**src/rtl/rom_arbiter.sv**
```systemverilog
// rtl/rom_arbiter.sv - two-requester ROM arbiter/sequencer; ROM_ARB_FIXED_PRIO_EN selects fixed priority
module rom_arbiter #(
    parameter int DATA_WIDTH  = 16,
    parameter int ADDR_WIDTH  = 8,
    parameter int ROM_DEPTH   = 256,
    parameter int ROM_LATENCY = 1
) (
    input  logic                  clk,
    input  logic                  rst_n,
    input  logic [1:0]            req_valid,
    input  logic [ADDR_WIDTH-1:0] req_addr0,
    input  logic [ADDR_WIDTH-1:0] req_addr1,
    output logic [1:0]            req_ready,
    output logic [1:0]            rsp_valid,
    output logic [DATA_WIDTH-1:0] rsp_data,
    output logic                  rsp_error,
    output logic                  rom_en,
    output logic [ADDR_WIDTH-1:0] rom_addr,
    input  logic [DATA_WIDTH-1:0] rom_data,
    input  logic                  rom_error
);
    localparam int CW = $clog2(ROM_LATENCY + 1);
    localparam logic [ADDR_WIDTH:0] DEPTH_LIM = (ADDR_WIDTH + 1)'(ROM_DEPTH);

    typedef enum logic [1:0] {IDLE, ISSUE, WAIT, RESP} state_t;

    state_t                  state, state_next;
    logic                    owner;
    logic [ADDR_WIDTH-1:0]   addr_q;
    logic [CW-1:0]           cnt;
    logic [DATA_WIDTH-1:0]   data_q;
    logic                    err_q;
    logic [1:0]              grant;
    logic [ADDR_WIDTH-1:0]   sel_addr;
    logic                    out_of_range;
    logic                    accept;
`ifndef ROM_ARB_FIXED_PRIO_EN
    logic                    last_grant;
`endif

    always_comb begin
        grant = 2'b00;
        case (req_valid)
            2'b01:   grant = 2'b01;
            2'b10:   grant = 2'b10;
`ifdef ROM_ARB_FIXED_PRIO_EN
            2'b11:   grant = 2'b01;
`else
            // tie goes to whichever requester was not served last
            2'b11:   grant = last_grant ? 2'b01 : 2'b10;
`endif
            default: grant = 2'b00;
        endcase
    end

    assign sel_addr     = grant[1] ? req_addr1 : req_addr0;
    assign out_of_range = {1'b0, sel_addr} >= DEPTH_LIM;
    assign accept       = (state == IDLE) && (grant != 2'b00);

    always_ff @(posedge clk or negedge rst_n) begin
        if (!rst_n) state <= IDLE;
        else        state <= state_next;
    end

    always_comb begin
        state_next = state;
        req_ready  = 2'b00;
        rom_en     = 1'b0;
        rsp_valid  = 2'b00;
        case (state)
            IDLE: begin
                req_ready = grant;
                if (accept) state_next = out_of_range ? RESP : ISSUE;
            end
            ISSUE: begin
                rom_en     = 1'b1;
                state_next = WAIT;
            end
            WAIT: begin
                if (cnt == CW'(1)) state_next = RESP;
            end
            RESP: begin
                rsp_valid  = owner ? 2'b10 : 2'b01;
                state_next = IDLE;
            end
            default: state_next = IDLE;
        endcase
    end

    always_ff @(posedge clk or negedge rst_n) begin
        if (!rst_n) begin
            owner  <= 1'b0;
            addr_q <= '0;
            cnt    <= '0;
            data_q <= '0;
            err_q  <= 1'b0;
        end else begin
            case (state)
                IDLE: begin
                    if (accept) begin
                        addr_q <= sel_addr;
                        owner  <= grant[1];
                        if (out_of_range) begin
                            data_q <= '0;
                            err_q  <= 1'b1;
                        end
                    end
                end
                ISSUE: cnt <= CW'(ROM_LATENCY);
                WAIT: begin
                    cnt <= cnt - CW'(1);
                    if (cnt == CW'(1)) begin
                        data_q <= rom_data;
                        err_q  <= rom_error;
                    end
                end
                default: ;
            endcase
        end
    end

`ifndef ROM_ARB_FIXED_PRIO_EN
    // reset to 1 so requester 0 wins the first tie
    always_ff @(posedge clk or negedge rst_n) begin
        if (!rst_n)      last_grant <= 1'b1;
        else if (accept) last_grant <= grant[1];
    end
`endif

    assign rom_addr  = addr_q;
    assign rsp_data  = data_q;
    assign rsp_error = err_q;
endmodule

```
**config.mk**
```make
export PLATFORM = sky130hd
export DESIGN_NAME = rom_arbiter
export DESIGN_NICKNAME = d
export VERILOG_FILES = /design/src/rtl/rom_arbiter.sv
export SDC_FILE = /design/constraint.sdc
export NUM_CORES = 1
export LEC_CHECK = 0
export BUFFER_PORTS_ARGS = -buffer_cell sky130_fd_sc_hd__buf_4
export CAP_MARGIN = 20
export CORE_MARGIN = 5
export CORE_UTILIZATION = 47
export CTS_BUF_LIST = sky130_fd_sc_hd__clkbuf_4
export DETAILED_ROUTE_END_ITERATION = 10
export HOLD_SLACK_MARGIN = 0.03
export PLACE_DENSITY = 0.83
export SETUP_SLACK_MARGIN = 0.3
export SYNTH_ARGS = -nofsm -noshare
export SYNTH_HDL_FRONTEND = slang
export SYNTH_SLANG_ARGS = --single-unit
export TNS_END_PERCENT = 5
```
**constraint.sdc**
```tcl
create_clock -name clk -period 2 [get_ports clk]
set_input_delay 0.1 -clock clk [delete_from_list [all_inputs] [get_ports clk]]
set_output_delay 0.1 -clock clk [all_outputs]
set_load 0.1 [all_outputs]
```
**After elaboration in Yosys (flattened, before gate mapping)**

Cells that the tools add are included.

- Register bits after elaboration: 30
- Bits of input ports: 37
- Output and inout port bits: 30
- Logic and storage cells: 34

- Add/subtract/negate cells: 1
- Equal/unequal tests: 8
- Multiplexer cells: 11
- Reduce and logical (&&, ||, !) cells: 7

Operators with widths:

| kind | count |
|---|---|
| $mux W2 | 6 |
| $eq A2 B2 Y1 const B | 4 |
| $mux W8 | 1 |
| $pmux W2 S4 | 1 |
| $pmux W2 S3 | 1 |
| $reduce_and A2 Y1 | 3 |
| $eq A2 B1 Y1 const B | 2 |
| $ne A2 B2 Y1 const B | 2 |
| $reduce_bool A2 Y1 | 2 |
| $logic_not A2 Y1 | 1 |
| $pmux W1 S2 | 1 |
| $logic_and A1 B1 Y1 | 1 |
| $mux W1 | 1 |
| $sub A1 B1 Y1 const B | 1 |

**Longest topological paths before layout**

Gate-level depths: netlist of the first run.

- Depth after elaboration: 6
- Gate-level depth with buffers: 6
- Gate-level depth less buffers: 5

**Worst setup path before layout of the first run**

Ideal clock, no wire load.

- Path kind: flip-flop to flip-flop
- Start: register state[0]
- End: register owner
- Setup time: 0.191 ns
- Arrival time: 2.336 ns
- Required time: 1.809 ns
- Path slack: -0.527 ns
- Cell stages (with the launch flop): 6
- Path buffers: 0
- Cells stage by stage: dfrtp_1 > inv_1 > ha_1 > nand2_1 > a21oi_1 > o21bai_2

- Word-level cells in the longest chain between the ends: 3

Ends and longest elaborated chain:

| element | RTL line | RTL |
|---|---|---|
| from (decl) | 27 | `state_t state, state_next;` |
| from (signal assigned) | 62 | `else state <= state_next;` |
| $logic_not A2 Y1 (*) | 58, 98 |  |
| $logic_and A1 B1 Y1 | 58 | `assign accept = (state == IDLE) && (grant != 2'b00);` |
| $reduce_and A2 Y1 (no line) (*) | - |  |
| to (signal assigned) | 102 | `owner <= grant[1];` |
| to (decl) | 28 | `logic owner;` |

Mark *: on every way between the ends. The rest lies on a longest branch, timed or not.
A chain may end at the register's enable or synchronous reset.

**Final worst setup path of the first run**

- Start: input req_valid[0]
- End: output req_ready[1]

- Word-level cells in the longest chain between the ends: 3
- Elaborated cells on any way between the ends: 5
- Classes of those cells: eq/ne (3); mux (2)

Ends and longest elaborated chain:

| element | RTL line | RTL |
|---|---|---|
| from (decl) | 10 | `input logic [1:0] req_valid,` |
| $eq A2 B2 Y1 or $eq A2 B1 Y1 (tied branches) | 43 | `case (req_valid)` |
| $pmux W2 S3 (*) | 43 |  |
| $mux W2 (*) | 70 | `case (state)` |
| to (decl) | 13 | `output logic [1:0] req_ready,` |

Marked as above.

==> results of run 1 <==
[critical path: cells and delay by family]
family | cells | cell delay, ns
AND/OR/NAND/NOR | 1 | 0.20
AO/OA/AOI/OAI | 1 | 0.26
buffers and inverters | 3 | 1.00
[repair_timing]
action                                  in CTS  in global routing
hold buffers                                31                  0
gates resized for setup                      5                  3
setup buffers                                1                  3
hold endpoints to repair                    54                  0
endpoints found under the setup margin       2                  2
[flip-flops by register name, summed over array words and instances, names as in the netlist]
register    count
owner           1
rsp_error       1
rom_addr        8
last_grant      1
rsp_data       16
state           2
cnt             1
[path summary, 6_finish.rpt]
path | startpoint | depth (start not counted) | end | slack [ns]
min in group asynchronous | rst_n | 2 | rsp_data[3]$_DFFE_PN0P_ | 0.24
worst min register to register | rsp_data[7]$_DFFE_PN0P_ | 1 | rsp_data[7]$_DFFE_PN0P_ | 0.52
max in group asynchronous | rst_n | 2 | last_grant$_DFFE_PN1P_ | 1.44
worst min-delay path | req_addr0[3] | 3 | rom_addr[3]$_DFFE_PN0P_ | 0.05
worst max register to register | state[1]$_DFFE_PN0P_ | 4 | rsp_data[4]$_DFFE_PN0P_ | 0.44
worst max-delay path | req_valid[0] | 5 | req_ready[1] | 0.34
[per-stage QoR]
stage          std cells  setup slack (ns)
3_5_place_dp         204             0.446
6_report             247             0.341
2_1_floorplan        110             0.115
5_1_grt              247             0.288
3_3_place_gp         204             0.529
4_1_cts              244             0.342
[cells in the final DEF (no fill, tap or decap), types with 2 or more instances in the layout]
cell,Yosys,final
nor2_1,8,8
ha_1,5,4
inv_2,0,2
buf_4,1,69
dlygate4sd3_1,0,31
dfrtp_1,29,29
a31oi_1,9,9
mux2_2,8,8
mux2_4,10,10
inv_1,5,3
clkbuf_4,0,5
nand2_1,18,18
[cells by family (layout without fill, tap and decap cells)]
kind of cell    count (synthesis)  after routing
simple gates                   31             31
flops                          30             30
compound gates                 18             18
mux                            18             18
buf+inv                         8            114
fa+ha+maj                       5              5
[cell type report]
cell class              instances  area [µm²]
flip-flops and latches         30         752
well taps                      31        38.8
fillers                       156         477
repair buffers                101         848
clock buffers                   5        37.5
inverters                       5        18.8
clock inverters                 3        16.3
multi-input cells              72         617
[layer usage]
layer	part of all wire (%)	GRT usage, %	wire (µm)	vias up
met4	1.1	6.33	45	0
met2	53	36.6	2090	60
met5	0	0	0	-
li1	-	-	-	589
met1	37	20.2	1470	580
met3	8.8	9.50	346	6
==> summary.md, run 1 <==
| Metric | Value |
|---|---|
| Status | `complete, no violations` |
| Synth area leaders | `dfrtp_1 52%, mux2_4 11%, mux2_2 6.5%, nand2_1 4.9%, ha_1 4.5%` |
| Maximum clock rate | `603 MHz` |
| Total grt overflow | `0` |
| Hold Vio Cnt, Final | `0` |
| CP cell instances | `dlygate4sd3_1, buf_4, a21boi_4, and2_4, buf_4` |
| Number of max-cap violations | `0` |
| Final Critical Period | `1.66 ns` |
| Multiplexer share of the synthesized area | `17.3%` |
| CTS max path bufs | `2` |
| Synth top cells by count | `29 x dfrtp_1, 18 x nand2_1, 10 x mux2_4` |
| Required @ worst endpoint | `1.90 ns` |
| Via count of the first global-routing pass | `1,357` |
| Crit. End Element | `output port` |
| Clk pin slew, worst setup/hold paths | `0.09 ns` |
| Hold Crit Class | `in2reg` |
| Largest family of logic cells by synthesized area | `multiplexers` |
| Area delta synth->final | `67.4%` |
| Clk Latency, worst-skew pair | `0.33 ns` |
| Root Driver | `clkbuf_4` |
| Synth Area in Simple Gates | `10.3%` |
| Max incr delay on CP | `0.55 ns` |
| #FFs+latches synth | `30` |
| Placed cell area | `0.00190 mm²` |
| Crit path DAT | `1.56 ns` |
| Wire per inst | `16.0 µm` |
| Cell Area, Synth | `0.00139 mm²` |
| Setup CP Type | `in2out` |
| # clock sinks | `30` |
| Buffers added on ports | `66` |
| Nets | `257` |
| IO Pins | `67` |
| Synth async-reset ratio | `100%` |
| TritonCTS clock tree | `done` |
| Worst setup SP type | `input port` |
| Synth area leader | `dfrtp_1` |
| First-pass GRT wire length | `6270 µm` |
| Cells after synthesis | `110` |
| Adder-cell share of the synthesized area | `4.50%` |
| Synth Area per Inst | `12.6 µm²` |
| Worst-margin pin slew | `0.386 ns` |
| Drt via density | `5.00` |
| Layout Utilization | `83.0%` |
| RSZ-0062 raised after global routing | `no` |
| Largest net degree at the start of global routing | `31` |
| Cell mode on critical path | `buf_4` |
| Most frequent cell after synthesis | `dfrtp_1` |
| Setup violators final | `0` |
| Seq/Total Area, Yosys | `54.0%` |
| GP Congestion | `0.780` |
| Initial Utilization | `49.6%` |
| H-tree Lvls | `2` |
| Xor/xnor share of the synthesized area | `0%` |
| Total GRT Usage | `20.1%` |
| Crit share post-route | `82.9%` |
| Routed Antenna Nets | `0` |
| Worst rel slew slack | `74.2%` |
| CP max stage cell | `dlygate4sd3_1` |
| Post-synth EDFFs | `0` |
| Syn Nets | `152` |
| Routed wire length | `3950 µm` |
| Initial antenna violation count | `0` |
| Clock Skew | `0.0141 ns` |
| Die ar. | `0.00415 mm²` |
| DP HPWL | `2290 µm` |
| Setup TNS | `0 ns` |
| Crit path max fanout | `9` |
| CTS buffer count | `5` |
| Unique cell type count in the Yosys netlist | `24` |
| Synth Warn # | `0` |
| Final cell area excluding filler cells | `0.00233 mm²` |
| Initial DRC count | `22` |
| Die Y | `64.4 µm` |
| Final Max Tran Viols | `0` |
| Drc violations | `0` |
| Compound-cell area share of the yosys netlist | `10.4%` |
| Area fraction of the dominant cell type after synthesis | `52.2%` |
| Share of cells above drive strength 1 | `50.0%` |
| Row cnt | `19` |
| Final hold slack | `0.0480 ns` |
| Die Wd | `64.4 µm` |
| DRT Pass-1 Iters | `4` |
| Vias | `1,235` |
| # diodes | `0` |
| Post-synth top flop | `dfrtp_1` |
| Core area | `0.00281 mm²` |
Power of run 1 is not shown: default switching activity piles up to over one toggle a cycle in this logic, so the estimate is an artifact.
==> run 2: changes to the inputs <==
Settings changed: ABC_AREA set to 1, CORE_UTILIZATION 47 to 48, PLACE_DENSITY 0.83 to 0.84.
Clock period 2 ns to 1.7 ns, I/O delays scaled along.
==> run 2 against run 1 <==
Effect of this change: clock skew decreased by 0.0067 ns; sequential share of layout area is 0.66 points higher; global-route usage grew 1.8 points; wire length up 8.9%; clock-buffer cell count stayed put; final cell count rose by 19%; area after synthesis grew 2.1%; worst setup slack worse by 0.13 ns; via count grew 21%; hold slack got worse by 0.0060 ns; design area decreased by 1.8%; highest routed layer unchanged.
==> summary.md, run 2 <==
| Metric | Value |
|---|---|
| Worst Hold Depth | `5` |
| Cells after synthesis | `172` |
| # diodes | `0` |
| Die ar. | `0.00415 mm²` |
| Seq/Total Area, Yosys | `53.0%` |
| Most common cell after layout, fill and taps aside | `nand2_1` |
| Nets | `306` |
| Core area | `0.00281 mm²` |
| Hold Crit Class | `in2reg` |
| H-tree Lvls | `2` |
| Clock Skew | `0.00742 ns` |
| PnR worst setup slack | `0.207 ns` |
| Initial Utilization | `50.6%` |
| Met1 WL | `1600 µm` |
| RSZ-0062 raised after global routing | `yes` |
| Synth async-reset ratio | `100%` |
| Vias | `1,494` |
| Syn Nets | `214` |
| Initial DRC count | `65` |
| Met2 routed WL | `2250 µm` |
| Worst rel slew slack | `76.1%` |
| Synth Warn # | `0` |
| Status | `complete, no violations` |
| Worst slack, placed | `0.321 ns` |
| Drt via density | `5.06` |
| R2R depth | `5` |
| Routed wire length | `4300 µm` |
| Via count of the first global-routing pass | `1,529` |
| Share of cells above drive strength 1 | `35.6%` |
| Clk pin slew, worst setup/hold paths | `0.08 ns` |
| Maximum clock rate | `670 MHz` |
| DRT Pass-1 Iters | `5` |
| Max Used Layer | `met4` |
| Most frequent cell after synthesis | `nand2_1` |
| Required @ worst endpoint | `1.62 ns` |
| Clk Latency, worst-skew pair | `0.32 ns` |
| First-pass GRT wire length | `6910 µm` |
| Area delta synth->final | `61.0%` |
| Die Wd | `64.4 µm` |
| Synth area leader | `dfrtp_1` |
| CTS buffer count | `5` |
| Setup violators final | `0` |
| Post-synth top flop | `dfrtp_1` |
| Total grt overflow | `0` |
| # clock sinks | `30` |
| GP Congestion | `0.746` |
| IO Pins | `67` |
| Most frequent cells in the layout | `84 x nand2_1, 69 x buf_4, 28 x dfrtp_1, 26 x nand3_1, 18 x dlygate4sd3_1` |
| Root Driver | `clkbuf_4` |
| Setup TNS | `0 ns` |
| Crit share post-route | `87.8%` |
| Die Y | `64.4 µm` |
| Setup CP Type | `reg2out` |
| Initial antenna violation count | `0` |
| Buffers added on ports | `66` |
| Final Max Tran Viols | `0` |
| Row cnt | `19` |
| Max FFs per register | `16` |
| Largest net degree at the start of global routing | `31` |
| Routed Antenna Nets | `0` |
| CTS max path bufs | `2` |
| Final Critical Period | `1.49 ns` |
| Unique cell type count in the Yosys netlist | `17` |
| TritonCTS clock tree | `done` |
| Number of max-cap violations | `0` |
| DP HPWL | `2750 µm` |
| Cell Area, Synth | `0.00142 mm²` |
| Synth area leaders | `dfrtp_1 51%, nand2_1 22%, nand3_1 9.5%, ha_1 4.4%, dfstp_2 1.9%` |
| Synth Area per Inst | `8.26 µm²` |
| Hold Vio Cnt, Final | `0` |
| Worst setup SP type | `register` |
| Crit path max fanout | `3` |
| Drc violations | `0` |
| Worst-margin pin slew | `0.359 ns` |
| DR WL met3 | `331 µm` |
| Crit. End Element | `output port` |
| Crit path DAT | `1.41 ns` |
| Post-synth EDFFs | `0` |
| #FFs+latches synth | `30` |
| Wire per inst | `14.6 µm` |
| Synth top cells by count | `85 x nand2_1, 29 x dfrtp_1, 27 x nand3_1` |
| Area fraction of the dominant cell type after synthesis | `51.1%` |
| Total GRT Usage | `21.9%` |
## run 2: worst max-delay path, cell delays in order (launching register included)
cell and delay [ns]:
dfrtp_1 0.41, inv_2 0.10, ha_4 0.17, nand2_4 0.06, a21oi_4 0.16, buf_12 0.19
## run 2: per-layer routing
metal	up-vias	global-route usage, %
met5	-	0
met4	0	8.71
met3	13	6.65
met2	70	41.5
met1	689	22.0
li1	722	-
## run 2: worst paths after layout
kind                       slack (ns)                  endpoint               startpoint
setup / recovery                 0.21              req_ready[0]     state[0]$_DFFE_PN0P_
hold / removal                   0.04   rom_addr[3]$_DFFE_PN0P_             req_addr0[3]
setup reg to reg                 0.35  rsp_data[15]$_DFFE_PN0P_     state[1]$_DFFE_PN0P_
hold reg to reg                  0.49   rom_addr[0]$_DFFE_PN0P_  rom_addr[0]$_DFFE_PN0P_
max in group asynchronous        1.18    last_grant$_DFFE_PN1P_                    rst_n
min in group asynchronous        0.22   rom_addr[3]$_DFFE_PN0P_                    rst_n
## run 2: through the flow
step	utilization, %	hold slack, ns	cell area [µm²]	cells
after detailed placement	69.5	0.0276	1950	265
after global routing	81.5	0.0635	2290	295
after CTS	81.3	0.0405	2280	295
after floorplan	-	-0.211	1440	172
final	81.5	0.0420	2290	295
after global placement	69.5	0.0257	1950	265
## run 2: cell families (layout without fill, tap and decap cells)
logic type / after synthesis / count (layout) / synth area share (%)
buffers and inverters: 14 / 106 / 5.02
AO/OA/AOI/OAI: 5 / 5 / 2.82
flip-flops: 30 / 30 / 53.0
AND/OR/NAND/NOR: 118 / 118 / 34.8
adder cells (fa/ha/maj): 5 / 5 / 4.41
## run 2: cell type report
class | count | area, µm²
Clock inverter | 2 | 33.8
Sequential cell | 30 | 753
Fill cell | 189 | 519
Tap cell | 31 | 38.8
Timing Repair Buffer | 91 | 761
Multi-Input combinational cell | 128 | 632
Inverter | 8 | 30.0
Clock buffer | 5 | 37.5
## run 2: what timing repair did
item,CTS,global route
hold endpoints to repair,47,0
hold buffers,18,0
buffers inserted,5,0
endpoints found under the setup margin,5,23
pin swaps,2,1
gates resized for setup,11,2
Power of run 2 is left out for the same reason.
==> run 3: changes to the inputs <==
Settings changed: CELL_PAD_IN_SITES_DETAIL_PLACEMENT set to 1, CELL_PAD_IN_SITES_GLOBAL_PLACEMENT set to 1, CORE_UTILIZATION 48 to 33, PLACE_DENSITY 0.84 to 0.83.
==> run 3 against run 2 <==
Effect of this change: worst setup slack worse by 0.021 ns; wire length rose by 7.4%; clock skew fell by 0.0013 ns; critical path type unchanged; register-to-register slack got worse by 0.08 ns; sequential cell count stayed put; via count rose by 0.54%; non-clock buffer count is 7 higher; critical path depth stayed put; clock-buffer cell count did not move; sequential share of layout area decreased by 0.98 points; highest routed layer unchanged; design area grew 2.9%; core utilization shrank 24 points.
==> summary.md, run 3 (synthesized netlist as in run 2, its figures left out) <==
| Metric | Value |
|---|---|
| Most common cell after layout, fill and taps aside | `nand2_1` |
| Worst setup SP type | `register` |
| Routed Antenna Nets | `0` |
| WHS Endpoint | `rom_addr[7]$_DFFE_PN0P_` |
| Wire per inst | `14.4 µm` |
| Buffers added on ports | `66` |
| First-pass GRT wire length | `7620 µm` |
| Crit path max fanout | `4` |
| Hold Vio Cnt, Final | `0` |
| CTS max path bufs | `2` |
| Reg-to-Reg Start | `state[0]$_DFFE_PN0P_` |
| # diodes | `0` |
| Nets | `313` |
| Initial antenna violation count | `0` |
| Final Critical Period | `1.51 ns` |
| Critical R2R Capture | `cnt$_DFFE_PN0P_` |
| Number of max-cap violations | `0` |
| Die Wd | `75.6 µm` |
| Routed wire length | `4620 µm` |
| Root Driver | `clkbuf_4` |
| Clock Skew | `0.00616 ns` |
| Hold Startpoint | `req_addr0[7]` |
| Setup violators final | `0` |
| # clock sinks | `30` |
| Crit path DAT | `1.43 ns` |
| Core area | `0.00409 mm²` |
| Total grt overflow | `0` |
| Hold Crit Class | `in2reg` |
| Worst Hold Depth | `5` |
| Row cnt | `23` |
| Crit. End Element | `output port` |
| Clk pin slew, worst setup/hold paths | `0.09 ns` |
| Share of cells above drive strength 1 | `35.1%` |
| CP max stage cell | `dfrtp_1` |
| Most frequent cells in the layout | `84 x nand2_1, 70 x buf_4, 29 x dfrtp_1, 26 x nand3_1, 24 x dlygate4sd3_1` |
| CP cell instances | `inv_2, ha_4, nand2_4, a21oi_4, buf_12` |
| Final cell area excluding filler cells | `0.00235 mm²` |
| R2R depth | `6` |
| H-tree Lvls | `2` |
| Maximum clock rate | `661 MHz` |
| IO Pins | `67` |
| Drc violations | `0` |
| Multi-input logic area | `632 µm²` |
| Area delta synth->final | `65.6%` |
| Vias | `1,502` |
| Worst-margin pin slew | `0.389 ns` |
| Initial DRC count | `76` |
| Placed cell area | `0.00197 mm²` |
| Total GRT Usage | `17.9%` |
| DRT Pass-1 Iters | `4` |
| TritonCTS clock tree | `done` |
| Required @ worst endpoint | `1.62 ns` |
| Setup TNS | `0 ns` |
| Crit share post-route | `89.0%` |
| Fillers | `506` |
| GP Congestion | `0.729` |
| Initial Utilization | `34.8%` |
| R2R Setup Slk | `0.27 ns` |
| Clk Latency, worst-skew pair | `0.34 ns` |
| Layout Utilization | `57.6%` |
| Via count of the first global-routing pass | `1,644` |
| Status | `complete, no violations` |
| Die ar. | `0.00572 mm²` |
| Register Area | `752 µm²` |
| CTS buffer count | `5` |
| Max FFs per register | `16` |
| Largest net degree at the start of global routing | `31` |
| Drt via density | `4.68` |
| Max incr delay on CP | `0.44 ns` |
| Setup CP Type | `reg2out` |
| Die Y | `75.6 µm` |
| Worst rel slew slack | `74.1%` |
| RSZ-0062 raised after global routing | `yes` |
| Final Max Tran Viols | `0` |
| DP HPWL | `3020 µm` |
==> run 3: changes by cell type in the layout (fill, tap and decap cells not counted) <==
cell           change
clkinv_2           +2
dfrtp_1            +1
dlygate4sd3_1      +6
bufinv_16          -1
clkinv_1           -1
buf_4              +1
dfrtp_2            -1
==> run 3: cell type report <==
class,instances,area share (%)
repair buffers,98,35.2
flip-flops and latches,30,32.0
multi-input cells,128,26.9
well taps,50,2.66
clock buffers,5,1.60
inverters,8,1.28
clock inverters,2,0.426
==> run 3: per-layer routing <==
| layer | track usage, % | vias up | part of all wire, % |
|---|---|---|---|
| met2 | 32.1 | 40 | 54 |
| met3 | 3.43 | 9 | 4.9 |
| li1 | - | 735 | - |
| met4 | 8.54 | 0 | 2.4 |
| met5 | 0 | - | 0 |
| met1 | 20.4 | 718 | 39 |
==> run 3: worst max-delay path, delay by kind of cell (launching register included) <==
family / cells / cell delay (ns)
flops: 1 / 0.44
buf+inv: 2 / 0.29
fa+ha+maj: 1 / 0.16
compound gates: 1 / 0.15
simple gates: 1 / 0.05
==> run 3: worst max path at each step <==
stage                         startpoint                      to  slack (ns)  cells after the start
detailed placement  state[0]$_DFFE_PN0P_         cnt$_DFFE_PN0P_        0.37                      5
finish              state[0]$_DFFE_PN0P_            req_ready[0]        0.19                      5
global route        state[0]$_DFFE_PN0P_            req_ready[0]        0.12                      5
floorplan           state[1]$_DFFE_PN0P_  last_grant$_DFFE_PN1P_        0.21                      5
CTS                 state[0]$_DFFE_PN0P_            req_ready[0]        0.20                      5
global placement    state[0]$_DFFE_PN0P_         cnt$_DFFE_PN0P_        0.43                      5
==> run 3: repair_timing <==
item	4_1_cts	5_1_grt
hold buffers	24	0
endpoints found under the setup margin	5	33
hold endpoints to repair	53	0
buffers inserted	5	1
pin swaps	2	1
gates resized for setup	11	1
==> run 3: through the flow <==
step,setup slack (ns),hold slack [ns],std cells
6_report,0.186,0.0430,321
5_1_grt,0.121,0.0309,321
4_1_cts,0.199,0.0333,320
3_5_place_dp,0.367,0.0389,284
3_3_place_gp,0.429,0.0360,284
2_1_floorplan,0.213,-0.211,172
Power of run 3 is left out for the same reason.
